[src/rtl/key_calc_core.sv]
// key_calc_core
// Integer calculator engine fed by the keypad scanner. Collects up to two
// 3-digit decimal operands and one operator, computes +, - or *, and converts
// the binary result to 6 BCD digits with a sequential double-dabble.
//
// Ports:
//   sys_clk    in   1   system clock
//   sys_rst    in   1   asynchronous reset, active-high
//   key_value  in   4   key code (0-9 digits, A-F function keys)
//   value_en   in   1   one-cycle strobe qualifying key_value
//   disp_bcd   out  24  6 BCD digits, [23:20] most significant
//   disp_neg   out  1   displayed value is negative
//   disp_upd   out  1   one-cycle pulse when disp_bcd/disp_neg change
//   calc_done  out  1   one-cycle pulse when a result has been converted
//   busy       out  1   high while computing or converting
module key_calc_core #(
  parameter int          OPD_DIGITS = 3,
  parameter int          RES_W      = 20,
  parameter logic [3:0]  KEY_ADD    = 4'hA,
  parameter logic [3:0]  KEY_SUB    = 4'hB,
  parameter logic [3:0]  KEY_MUL    = 4'hC,
  parameter logic [3:0]  KEY_EQU    = 4'hD,
  parameter logic [3:0]  KEY_CLR    = 4'hE,
  parameter logic [3:0]  KEY_BSP    = 4'hF
) (
  input  logic        sys_clk,
  input  logic        sys_rst,
  input  logic [3:0]  key_value,
  input  logic        value_en,
  output logic [23:0] disp_bcd,
  output logic        disp_neg,
  output logic        disp_upd,
  output logic        calc_done,
  output logic        busy
);

  localparam int OPD_W = 4 * OPD_DIGITS;
  localparam int BCD_W = 24;
  localparam logic [4:0] CONV_LAST = 5'(RES_W - 1);

  typedef enum logic [2:0] {S_A, S_OP, S_B, S_CALC, S_CONV, S_SHOW} state_t;
  typedef enum logic [1:0] {OP_NONE, OP_ADD, OP_SUB, OP_MUL} op_t;

  // Binary value of a 3-digit BCD operand.
  function automatic logic [9:0] bcd3_to_bin(input logic [OPD_W-1:0] b);
    return 10'(b[11:8]) * 10'd100 + 10'(b[7:4]) * 10'd10 + 10'(b[3:0]);
  endfunction

  // Double-dabble correction: add 3 to every BCD nibble that is 5 or more.
  function automatic logic [BCD_W-1:0] dd_add3(input logic [BCD_W-1:0] b);
    logic [BCD_W-1:0] r;
    r = b;
    for (int i = 0; i < BCD_W / 4; i++) begin
      if (b[4*i +: 4] >= 4'd5) r[4*i +: 4] = b[4*i +: 4] + 4'd3;
    end
    return r;
  endfunction

  // Significant digit count of a 3-digit BCD value (leading zeros dropped).
  function automatic logic [1:0] digit_cnt(input logic [OPD_W-1:0] b);
    if (b[11:8] != 4'd0)      return 2'd3;
    else if (b[7:4] != 4'd0)  return 2'd2;
    else if (b[3:0] != 4'd0)  return 2'd1;
    else                      return 2'd0;
  endfunction

  function automatic op_t key_to_op(input logic [3:0] k);
    if (k == KEY_ADD)      return OP_ADD;
    else if (k == KEY_SUB) return OP_SUB;
    else                   return OP_MUL;
  endfunction

  state_t            state_q, state_d;
  op_t               op_q, op_d;
  logic              key_vld_q;
  logic [3:0]        key_q;
  logic [OPD_W-1:0]  a_q, a_d, b_q, b_d;
  logic [1:0]        a_cnt_q, a_cnt_d, b_cnt_q, b_cnt_d;
  logic [RES_W-1:0]  res_q, res_d;
  logic              neg_q, neg_d;
  logic [RES_W-1:0]  sh_q, sh_d;
  logic [BCD_W-1:0]  work_q, work_d;
  logic [4:0]        cnt_q, cnt_d;
  logic [BCD_W-1:0]  disp_bcd_q, disp_bcd_d;
  logic              disp_neg_q, disp_neg_d;
  logic              disp_upd_q, disp_upd_d;
  logic              calc_done_q, calc_done_d;

  logic              is_digit, is_op, force_upd;
  logic [9:0]        a_bin, b_bin;
  logic [BCD_W+RES_W-1:0] dd_cat;

  assign is_digit = (key_q <= 4'd9);
  assign is_op    = (key_q == KEY_ADD) || (key_q == KEY_SUB) || (key_q == KEY_MUL);
  assign a_bin    = bcd3_to_bin(a_q);
  assign b_bin    = bcd3_to_bin(b_q);

  // Key input register stage: the FSM acts one edge after the sampling edge,
  // which together with S_CALC and 20 conversion steps gives the 22-edge
  // key-to-result latency.
  always_ff @(posedge sys_clk or posedge sys_rst) begin
    if (sys_rst) begin
      key_vld_q <= 1'b0;
      key_q     <= 4'd0;
    end else begin
      key_vld_q <= value_en;
      key_q     <= key_value;
    end
  end

  always_comb begin
    state_d     = state_q;
    op_d        = op_q;
    a_d         = a_q;
    a_cnt_d     = a_cnt_q;
    b_d         = b_q;
    b_cnt_d     = b_cnt_q;
    res_d       = res_q;
    neg_d       = neg_q;
    sh_d        = sh_q;
    work_d      = work_q;
    cnt_d       = cnt_q;
    disp_bcd_d  = disp_bcd_q;
    disp_neg_d  = disp_neg_q;
    calc_done_d = 1'b0;
    force_upd   = 1'b0;
    dd_cat      = {dd_add3(work_q), sh_q} << 1;

    if (key_vld_q && key_q == KEY_CLR) begin
      // Clear wins in every state, including an in-flight calculation.
      state_d    = S_A;
      op_d       = OP_NONE;
      a_d        = '0;
      a_cnt_d    = 2'd0;
      b_d        = '0;
      b_cnt_d    = 2'd0;
      res_d      = '0;
      neg_d      = 1'b0;
      sh_d       = '0;
      work_d     = '0;
      cnt_d      = 5'd0;
      disp_bcd_d = '0;
      disp_neg_d = 1'b0;
      force_upd  = 1'b1;
    end else begin
      case (state_q)
        S_A: if (key_vld_q) begin
          if (is_digit) begin
            if (a_cnt_q < 2'd3) begin
              a_d     = {a_q[7:0], key_q};
              a_cnt_d = a_cnt_q + 2'd1;
            end
          end else if (key_q == KEY_BSP) begin
            a_d     = {4'd0, a_q[11:4]};
            a_cnt_d = (a_cnt_q != 2'd0) ? a_cnt_q - 2'd1 : 2'd0;
          end else if (is_op) begin
            op_d    = key_to_op(key_q);
            state_d = S_OP;
          end else if (key_q == KEY_EQU) begin
            op_d    = OP_NONE;
            state_d = S_CALC;
          end
        end
        S_OP: if (key_vld_q) begin
          if (is_op) begin
            op_d = key_to_op(key_q);
          end else if (is_digit) begin
            b_d     = {8'd0, key_q};
            b_cnt_d = 2'd1;
            state_d = S_B;
          end
        end
        S_B: if (key_vld_q) begin
          if (is_digit) begin
            if (b_cnt_q < 2'd3) begin
              b_d     = {b_q[7:0], key_q};
              b_cnt_d = b_cnt_q + 2'd1;
            end
          end else if (key_q == KEY_BSP) begin
            b_d     = {4'd0, b_q[11:4]};
            b_cnt_d = (b_cnt_q != 2'd0) ? b_cnt_q - 2'd1 : 2'd0;
          end else if (key_q == KEY_EQU) begin
            state_d = S_CALC;
          end
        end
        S_CALC: begin
          neg_d = 1'b0;
          case (op_q)
            OP_ADD: res_d = RES_W'(a_bin) + RES_W'(b_bin);
            OP_SUB: begin
              if (a_bin >= b_bin) begin
                res_d = RES_W'(a_bin - b_bin);
              end else begin
                res_d = RES_W'(b_bin - a_bin);
                neg_d = 1'b1;
              end
            end
            OP_MUL: res_d = RES_W'(a_bin) * RES_W'(b_bin);
            default: res_d = RES_W'(a_bin);
          endcase
          sh_d    = res_d;
          work_d  = '0;
          cnt_d   = 5'd0;
          state_d = S_CONV;
        end
        S_CONV: begin
          work_d = dd_cat[BCD_W+RES_W-1:RES_W];
          sh_d   = dd_cat[RES_W-1:0];
          cnt_d  = cnt_q + 5'd1;
          if (cnt_q == CONV_LAST) begin
            disp_bcd_d  = dd_cat[BCD_W+RES_W-1:RES_W];
            disp_neg_d  = neg_q;
            calc_done_d = 1'b1;
            force_upd   = 1'b1;
            state_d     = S_SHOW;
          end
        end
        S_SHOW: if (key_vld_q) begin
          if (is_digit) begin
            a_d     = {8'd0, key_q};
            a_cnt_d = 2'd1;
            b_d     = '0;
            b_cnt_d = 2'd0;
            op_d    = OP_NONE;
            state_d = S_A;
          end else if (is_op && !neg_q && res_q <= RES_W'(999)) begin
            // Chain: the displayed result becomes operand A.
            a_d     = disp_bcd_q[OPD_W-1:0];
            a_cnt_d = digit_cnt(disp_bcd_q[OPD_W-1:0]);
            b_d     = '0;
            b_cnt_d = 2'd0;
            op_d    = key_to_op(key_q);
            state_d = S_OP;
          end
        end
        default: state_d = S_A;
      endcase

      // During entry the display mirrors the operand being edited.
      if (state_d == S_A || state_d == S_OP) begin
        disp_bcd_d = {12'd0, a_d};
        disp_neg_d = 1'b0;
      end else if (state_d == S_B) begin
        disp_bcd_d = {12'd0, b_d};
        disp_neg_d = 1'b0;
      end
    end

    disp_upd_d = force_upd || (disp_bcd_d != disp_bcd_q) || (disp_neg_d != disp_neg_q);
  end

  always_ff @(posedge sys_clk or posedge sys_rst) begin
    if (sys_rst) begin
      state_q     <= S_A;
      op_q        <= OP_NONE;
      a_q         <= '0;
      a_cnt_q     <= 2'd0;
      b_q         <= '0;
      b_cnt_q     <= 2'd0;
      res_q       <= '0;
      neg_q       <= 1'b0;
      sh_q        <= '0;
      work_q      <= '0;
      cnt_q       <= 5'd0;
      disp_bcd_q  <= '0;
      disp_neg_q  <= 1'b0;
      disp_upd_q  <= 1'b0;
      calc_done_q <= 1'b0;
    end else begin
      state_q     <= state_d;
      op_q        <= op_d;
      a_q         <= a_d;
      a_cnt_q     <= a_cnt_d;
      b_q         <= b_d;
      b_cnt_q     <= b_cnt_d;
      res_q       <= res_d;
      neg_q       <= neg_d;
      sh_q        <= sh_d;
      work_q      <= work_d;
      cnt_q       <= cnt_d;
      disp_bcd_q  <= disp_bcd_d;
      disp_neg_q  <= disp_neg_d;
      disp_upd_q  <= disp_upd_d;
      calc_done_q <= calc_done_d;
    end
  end

  assign disp_bcd  = disp_bcd_q;
  assign disp_neg  = disp_neg_q;
  assign disp_upd  = disp_upd_q;
  assign calc_done = calc_done_q;
  assign busy      = (state_q == S_CALC) || (state_q == S_CONV);

endmodule

[config.mk]
export PLATFORM = sky130hd
export DESIGN_NAME = key_calc_core
export DESIGN_NICKNAME = d
export VERILOG_FILES = /design/src/rtl/key_calc_core.sv
export SDC_FILE = /design/constraint.sdc
export NUM_CORES = 1
export LEC_CHECK = 0
export BUFFER_PORTS_ARGS = -buffer_cell sky130_fd_sc_hd__buf_2
export CORE_ASPECT_RATIO = 2
export CORE_MARGIN = 4
export CORE_UTILIZATION = 59
export CTS_CLUSTER_DIAMETER = 60
export DETAILED_ROUTE_END_ITERATION = 6
export PLACE_DENSITY = 0.81
export SLEW_MARGIN = 20
export SYNTH_ARGS = -nofsm -noshare
export SYNTH_HDL_FRONTEND = slang
export SYNTH_SLANG_ARGS = --single-unit
[constraint.sdc]
create_clock -name sys_clk -period 7.7 [get_ports sys_clk]
set_clock_uncertainty 0.15 [all_clocks]
set_input_delay 0.77 -clock sys_clk [delete_from_list [all_inputs] [get_ports sys_clk]]
set_output_delay 0.77 -clock sys_clk [all_outputs]
set_load 0.05 [all_outputs]
**Word level (Yosys, flattened, before mapping)**

Cells that the tools add are included.

- Output and inout bits: 28
- Register bits after elaboration: 135

- Mux-type cells: 113
- Eq/ne operators: 34
- Reductions and logical operators: 25
- Add/subtract/negate cells: 18
- $lt $le $gt $ge: 11
- Multipliers: 5

Operator list:

| operator | number |
|---|---|
| 12-bit 2-to-1 mux | 19 |
| 24-bit 2-to-1 mux | 6 |
| 20-bit 2-to-1 mux | 4 |
| 2-bit 2-to-1 mux | 35 |
| 20-bit one-hot mux with 3 select lines | 1 |
| 3-bit 2-to-1 mux | 18 |
| 24-bit one-hot mux with 2 select lines | 1 |
| 20-bit one-hot mux with 2 select lines | 1 |
| 12-bit one-hot mux with 3 select lines | 1 |
| 3-bit inequality test, second input constant | 9 |
| 4-bit == test, second input constant | 6 |
| 4-bit by 3-bit >= comparator with 1-bit output, second input constant | 6 |
| 24-bit inequality test | 1 |
| 4-bit inequality test, second input constant | 6 |
| 12-bit one-hot mux with 2 select lines | 1 |
| 10-bit by 10-bit subtractor with 11-bit output | 2 |
| 10-bit by 4-bit adder with 10-bit output | 2 |
| 10-bit by 8-bit adder with 10-bit output | 2 |
| 4-bit by 2-bit adder with 4-bit output, second input constant | 5 |
| 20-bit by 10-bit less-or-equal comparator with 1-bit output, second input constant | 1 |
| 10-bit by 10-bit multiplier with 20-bit output | 1 |
| 4-bit 2-to-1 mux | 5 |
| 4-bit nonzero test | 5 |
| 3-bit one-hot mux with 6 select lines | 1 |
| other kinds (30) | 67 |

**Depth between registers and ports, before layout**

Gate-level depths: netlist (run 1).

- Word-level depth: 17
- Mapped depth: 32

**Worst setup path before layout (run 1)**

Ideal clock, no wire load.

- Path type: register to register
- Start: register b_q[7]
- End: register sh_q[18]
- Clock period less this slack: 7.547 ns
- Library setup time: 0.104 ns
- Arrival time: 7.293 ns
- Stages on the path, launching flop included: 31
- Required time: 7.446 ns
- Slack: 0.153 ns
- Path through: dfrtp_1 -> ha_1 -> ha_1 -> fa_1 -> ha_1 -> ha_1 -> inv_1 -> o21bai_1 -> a21oi_1 -> o21bai_1 -> a21oi_1 -> xor2_1 -> nand2_1 -> fa_1 -> fa_1 -> inv_1 -> fa_1 -> fa_1 -> inv_1 -> fa_1 -> inv_1 -> ha_1 -> a21o_1 -> or3_1 -> o211ai_1 -> a31oi_1 -> nand3_1 -> nand2_1 -> xor2_1 -> nand2_1 -> a221oi_1

- Cells in the longest elaborated chain, start to end: 8

RTL lines:

| what | line | RTL |
|---|---|---|
| start, declared | 77 | `logic [OPD_W-1:0] a_q, a_d, b_q, b_d;` |
| start signal, assigned | 258 | `b_q <= '0;` |
| start signal, assigned | 274 | `b_q <= b_d;` |
| 4-bit by 3-bit multiplier with 7-bit output (*) | 46 | `return 10'(b[11:8]) * 10'd100 + 10'(b[7:4]) * 10'd10 + 10'(b[3:0]);` |
| 10-bit by 8-bit adder with 10-bit output (*) | 46 |  |
| 10-bit by 4-bit adder with 10-bit output (*) | 46 |  |
| parallel branches: the longest is 2 deep, another holds 10-bit by 10-bit multiplier with 20-bit output | - |  |
| 20-bit one-hot mux with 3 select lines (*) | 188 | `case (op_q)` |
| 20-bit one-hot mux with 2 select lines (*) | 146 | `case (state_q)` |
| 20-bit 2-to-1 mux (*) | 129 | `if (key_vld_q && key_q == KEY_CLR) begin` |
| end signal, assigned | 262 | `sh_q <= '0;` |
| end signal, assigned | 278 | `sh_q <= sh_d;` |
| end, declared | 81 | `logic [RES_W-1:0] sh_q, sh_d;` |

Mark *: on every way between the ends.
A chain may end at the register's enable or synchronous reset.

**Worst setup path in the final report (run 1)**

- Start: register b_q[5]
- End: register sh_q[18]

The elaborated chain is that of the path after synthesis.

==> summary.txt, run 1 <==
Floorplanning
  – Io pins: 35
  – Initial Util: 0.5986
  – Die H: 222.4 um
  – Core Box Area: 22640 um^2
  – Num rows: 78
  – Die area: 25610 um^2
  – Die Width: 115.2 um

Logic synthesis
  – Sequential element share of the synthesized area: 0.2437
  – Synthesis Warnings: 0
  – Top FF cell, synth: dfrtp_1
  – Seq cells post-synth: 132
  – Post-synth design cell area: 13550 um^2
  – Syn Nets: 1825
  – Number of enable flip-flop cells after synthesis: 0
  – Avg Synthesized Cell Area: 8.509 um^2
  – Async S/R FF share, synth: 1.000
  – Post-synthesis cell type count: 91
  – Syn Inst Count: 1593

GRT
  – Number of global-route vias before repair: 13230
  – Largest net degree at the start of global routing: 68
  – Initial antenna violation count: 0
  – GRT Overall Usage: 0.3574
  – First-pass GRT wire length: 70.79 mm
  – Global route overflow: 0

Route
  – Number of remaining DRC errors: 1
  – Routed met2 length: 23.25 mm
  – Final ANT Viol Nets: 0
  – Routed length on met1: 14.32 mm
  – WL final: 45.23 mm
  – Uppermost layer routed: met4
  – Met3 wire len: 2.897 mm
  – 1st-iter DRT viols: 1331
  – Routed len/inst: 23.40 um
  – DR vias: 12910
  – Vias per Instance: 6.681
  – Pre-Repair DR Iteration Count: 7

STA
  – Slew @ Worst Pin: 1.073 ns
  – Setup ws final: 0.2383 ns
  – Final Cycle Share: 0.9691
  – Max frequency: 0.1340 GHz
  – Finish-stage setup viols: 0
  – Fin Hold WS: 0.2432 ns
  – Fin. max-slew vios: 0
  – Final period demand of the worst path: 7.462 ns
  – Slew margin rel.: 0.2806
  – Fin. Hold Viols: 0

Worst hold path
  – Hold crit path type: in2async

Outcome
  – Violated checks: design-rule violations
  – Outcome: complete, but fails checks

Finish
  – Final core utilization: 0.6713
  – Nets: 1872
  – Share of layout cells above drive strength 1: 0.1331
  – N_diodes: 0
  – Non-filler cells, final: 1933
  – Area grow syn2layout: 12.14%

CTS
  – CTS Buf Count: 17
  – CTS root buf: clkbuf_16
  – Longest Clk Path Bufs: 2
  – CTS tree: done
  – Clock sink count: 132
  – Htree depth: 4
  – Later-pin clock latency in the skew report: 0.44 ns
  – Hold_buf cts: 0
  – Clk slew on worst S/H paths: 0.06 ns

Setup path
  – Worst EP required: 7.90 ns
  – Worst path max stage delay: 0.64 ns
  – Nature of the critical path endpoint: flop
  – Crit path top cell by count: ha_4
  – Crit path max fanout: 3
  – Startpoint types: flop
  – Crit path DAT: 7.66 ns
  – Critical Path Slowest Stage Cell: fa_2
  – Critical path class: reg2reg

Placed design
  – Dpl ws: -0.01120 ns
  – Port-buffer cells: 34
  – DP Cell Count: 1896
  – DPL Wire Length: 33.87 mm
  – GPL Wtd Cong: 1.107

Run
  – Max cap viols: 0
stage by stage:
step	TNS, ns	instance area [um^2]
6_report	0	15200
3_5_place_dp	-0.01593	14210
5_1_grt	-0.1888	15200
4_1_cts	0	14850
3_3_place_gp	0	14210
2_1_floorplan	0	13550
worst paths after layout:
check | start | to | slack [ns] | cells past startpoint
worst max-delay path | b_q[5] | sh_q[18] | 0.24 | 31
worst min register to register | res_q[3] | res_q[3] | 0.34 | 2
worst max register to register | b_q[5] | sh_q[18] | 0.24 | 31
max in group asynchronous | sys_rst | b_q[9] | 5.81 | 3
min in group sys_clk | key_value[2] | key_q[2] | 0.28 | 1
worst min-delay path | sys_rst | calc_done | 0.24 | 2
what timing repair did:
item / 4_1_cts / 5_1_grt
gates resized for setup: 2 / 51
hold endpoints to repair: 0 / 0
setup buffers: 0 / 5
gates cloned: 0 / 0
endpoints found under the setup margin: 5 / 19
pin swaps: 1 / 27
routing by layer:
metal  track usage  vias up
met3       0.07059      301
li1              -     5671
met4        0.2877        0
met2        0.6265      700
met1        0.3528     6242
met5             0        -
synthesized netlist by cell type, types with 10 or more instances:
master	n	area share
buf_2	12	0.0044
clkinv_1	11	0.0030
nor3_1	39	0.014
a21oi_1	103	0.038
or3_1	13	0.0060
o221ai_1	14	0.0090
fa_1	75	0.11
dfrtp_1	132	0.24
a21o_1	14	0.0078
nand2b_1	20	0.0092
inv_1	156	0.043
xor2_1	14	0.0090
o22ai_1	20	0.0092
nor2_1	187	0.052
a31oi_1	15	0.0069
nand3_1	20	0.0074
xnor2_1	38	0.025
clkbuf_1	44	0.012
o21ai_0	93	0.034
a221oi_1	11	0.0071
and2_1	11	0.0051
and3_1	14	0.0065
o21bai_1	13	0.0072
nor2b_1	13	0.0060
nand2_1	129	0.036
o21a_1	12	0.0066
a211oi_1	26	0.014
ha_1	150	0.14
nor3b_1	16	0.0089
o31ai_1	10	0.0055
final cells by class:
| cell class | instances | area [um^2] |
|---|---|---|
| clock buffer | 18 | 439.2 |
| multi-input combinational | 1226 | 9648 |
| fill | 1844 | 7442 |
| sequential | 132 | 3306 |
| clock inverter | 14 | 188.9 |
| inverter | 168 | 635.6 |
| timing repair buffer | 95 | 631.9 |
| tap | 280 | 350.3 |
logic make-up after synthesis:
logic type                 after synthesis  share of synthesized area
xor gates and xnor gates                52                    0.03360
adders and majority gates              225                     0.2492
muxes                                   19                    0.01671
AOI/OAI and AO/OA                      429                     0.2134
buffers and inverters                  235                    0.06822
DFF                                    132                     0.2437
and+or+nand+nor                        501                     0.1751
cells in the final DEF (no fill, tap or decap), drive strengths merged, types with 6 or more instances in the layout:
cell type / instances
a22oi: 6
nor2: 190
mux2i: 8
inv: 165
buf: 95
ha: 150
clkbuf: 18
nor3b: 17
o221ai: 14
dfrtp: 132
nor2b: 13
o21ai: 101
o21a: 12
and2: 11
o21bai: 13
fa: 75
nand2: 129
a211oi: 27
a31oi: 15
a21o: 15
nand4: 7
a221oi: 14
a21oi: 103
nand3: 20
o211ai: 9
o22ai: 20
a221o: 6
clkinv: 12
o31ai: 10
and3: 14
or3: 14
nor3: 42
nand2b: 20
nor4: 10
xor2: 14
mux2: 9
xnor2: 38
critical path, delay by kind of cell, from the launching register on:
kind,cells,cell delay [ns]
xor gates and xnor gates,2,0.29
AOI/OAI and AO/OA,8,1.30
buffers and inverters,5,0.37
adders and majority gates,11,4.18
DFF,1,0.41
and+or+nand+nor,5,0.66
state kept, by name (all words and copies together) (netlist names):
| signal | cells |
|---|---|
| disp_bcd | 24 |
| work_q | 24 |
| sh_q | 20 |
| res_q | 17 |
| a_q | 12 |
| b_q | 12 |
| cnt_q | 5 |
| key_q | 4 |
| state_q | 3 |
| a_cnt_q | 2 |
| b_cnt_q | 2 |
| op_q | 2 |
| calc_done | 1 |
| disp_neg | 1 |
| disp_upd | 1 |
| key_vld_q | 1 |
| neg_q | 1 |
Power of run 1 is not shown: default switching activity piles up to over one toggle a cycle in this logic, so the estimate is an artifact.
==> run 2: changes to the inputs <==
CORE_ASPECT_RATIO = not set   (was 2)
==> summary.txt, run 2 (synthesis gave the netlist of run 1 again) <==
Outcome
  – Outcome: complete, no violations

Finish
  – Final core utilization: 0.6632 (-0.008087)
  – Nets: 1862 (-0.53%)
  – Area grow syn2layout: 10.78%
  – Share of layout cells above drive strength 1: 0.1260 (-0.007102)
  – Post-route cell area: 15020 um^2 (-1.2%)
  – Filler Cell Count: 1824 (-1.1%)
  – Most frequent cells in the layout: nor2_1, inv_1, ha_1
  – N_diodes: 0 (unchanged)
  – Most common cell after layout, fill and taps aside: nor2_1
  – Non-filler cells, final: 1928 (-0.26%)

CTS
  – Later-pin clock latency in the skew report: 0.43 ns (about the same)
  – Htree depth: 4 (unchanged)
  – CTS root buf: clkbuf_16
  – CTS tree: done
  – Clk slew on worst S/H paths: 0.06 ns (about the same)
  – Longest Clk Path Bufs: 2 (unchanged)
  – Clock sink count: 132 (unchanged)
  – CTS Buf Count: 17 (unchanged)

Setup path
  – Worst reg2reg path startpoint: b_q[5]
  – Worst EP required: 7.89 ns (about the same)
  – Startpoint types: flop
  – Worst path max stage delay: 0.58 ns (-0.06 ns)
  – Crit path top cell by count: fa_1
  – Crit path DAT: 7.73 ns (+0.07 ns)
  – Worst Setup EP: sh_q[18]
  – Nature of the critical path endpoint: flop
  – Crit path max fanout: 4 (+1)
  – R2r endpoint: sh_q[18]
  – Reg2reg setup slack: 0.16 ns (-0.07 ns)
  – Worst reg-to-reg path cell count: 32 (+3.2%)
  – Setup crit start: b_q[5]
  – Critical Path Slowest Stage Cell: fa_1
  – Critical path class: reg2reg

STA
  – Finish-stage setup viols: 0 (unchanged)
  – Fin. Hold Viols: 0 (unchanged)
  – Final period demand of the worst path: 7.536 ns (+0.07444 ns)
  – Final Cycle Share: 0.9787 (+0.009667)
  – Slew @ Worst Pin: 1.020 ns (-0.05293 ns)
  – Slew margin rel.: 0.3198 (+0.03918)
  – Fin. max-slew vios: 0 (unchanged)
  – Max frequency: 0.1327 GHz (-0.99%)

Floorplanning
  – Initial Util: 0.5987 (about the same)
  – Die area: 25460 um^2 (-0.57%)
  – Die H: 159.6 um (-28%)
  – Num rows: 55 (-29%)
  – Die Width: 159.6 um (+39%)
  – Core Box Area: 22640 um^2 (about the same)
  – Io pins: 35 (unchanged)

Route
  – Number of remaining DRC errors: 0 (-1)
  – Routed len/inst: 21.04 um (-10%)
  – 1st-iter DRT viols: 1262 (-5.2%)
  – Final ANT Viol Nets: 0 (unchanged)
  – DR vias: 12530 (-3.0%)
  – Vias per Instance: 6.501 (-2.7%)
  – Pre-Repair DR Iteration Count: 6 (-1)
  – WL final: 40.57 mm (-10%)

Placed design
  – Port-buffer cells: 34 (unchanged)
  – Cell Area, Placed: 14130 um^2 (-0.59%)
  – GPL Wtd Cong: 1.002 (-9.5%)
  – DP Cell Count: 1889 (-0.37%)
  – DPL Wire Length: 30.44 mm (-10%)

GRT
  – First-pass GRT wire length: 65.54 mm (-7.4%)
  – Global route overflow: 0 (unchanged)
  – Largest net degree at the start of global routing: 84 (+24%)
  – Number of global-route vias before repair: 12380 (-6.5%)
  – Initial antenna violation count: 0 (unchanged)
  – GRT Overall Usage: 0.3158 (-0.04157)

Run
  – Max cap viols: 0 (unchanged)

Worst hold path
  – Hold crit path type: in2async
==> run 2: cell count changes in the layout (fill, tap and decap cells not counted), sizes merged <==
cell and delta:
buf -10, bufinv -2, clkinv +3, inv -4
clkinvlp +3
==> run 2: how the worst min path moves through the flow <==
stage                     cells after the start      from        to
after floorplan                               2  res_q[3]  res_q[3]
after global placement                        2  res_q[3]  res_q[3]
after detailed placement                      2  res_q[3]  res_q[3]
after CTS                                     2   sys_rst  cnt_q[0]
after global routing                          2   sys_rst  cnt_q[3]
final                                         2   sys_rst  cnt_q[3]
==> run 2: worst max-delay path: cells and delay by family (launching register included) <==
kind	cells	cell delay, ns
fa+ha+maj	11	4.10
compound gates	8	1.35
simple gates	5	0.67
buf+inv	6	0.50
flops	1	0.38
xor+xnor	2	0.30
==> run 2: area by class of cell <==
| class | instances | area, um^2 | share of cell area |
|---|---|---|---|
| well taps | 285 | 356.6 | 0.02375 |
| clock inverters | 14 | 128.9 | 0.008583 |
| inverters | 168 | 635.6 | 0.04233 |
| flip-flops and latches | 132 | 3306 | 0.2201 |
| multi-input cells | 1226 | 9599 | 0.6393 |
| repair buffers | 85 | 560.5 | 0.03733 |
| clock buffers | 18 | 429.2 | 0.02858 |
==> run 2: per-layer routing <==
metal,track usage,vias up,share of wire
met3,0.05566,162,0.080
met4,0.1353,0,0.051
met2,0.5143,648,0.47
met5,0,-,0
met1,0.4164,6049,0.40
li1,-,5674,-
==> run 2: repair_timing <==
action / CTS / global route
setup buffers: 2 / 5
pin swaps: 4 / 37
resized for setup: 1 / 48
hold buffers: 0 / 0
setup endpoints to repair: 4 / 24
==> run 2: stage by stage <==
| stage | TNS [ns] | hold slack, ns | worst slack [ns] |
|---|---|---|---|
| after detailed placement | -0.03766 | 0.3282 | -0.02313 |
| after global routing | -0.2456 | 0.2443 | -0.07420 |
| after floorplan | 0 | 0.2917 | 0.1530 |
| final | 0 | 0.2222 | 0.1638 |
| after global placement | 0 | 0.3219 | 0.1021 |
| after CTS | 0 | 0.2376 | 0.02562 |
Power of run 2 is left out for the same reason.
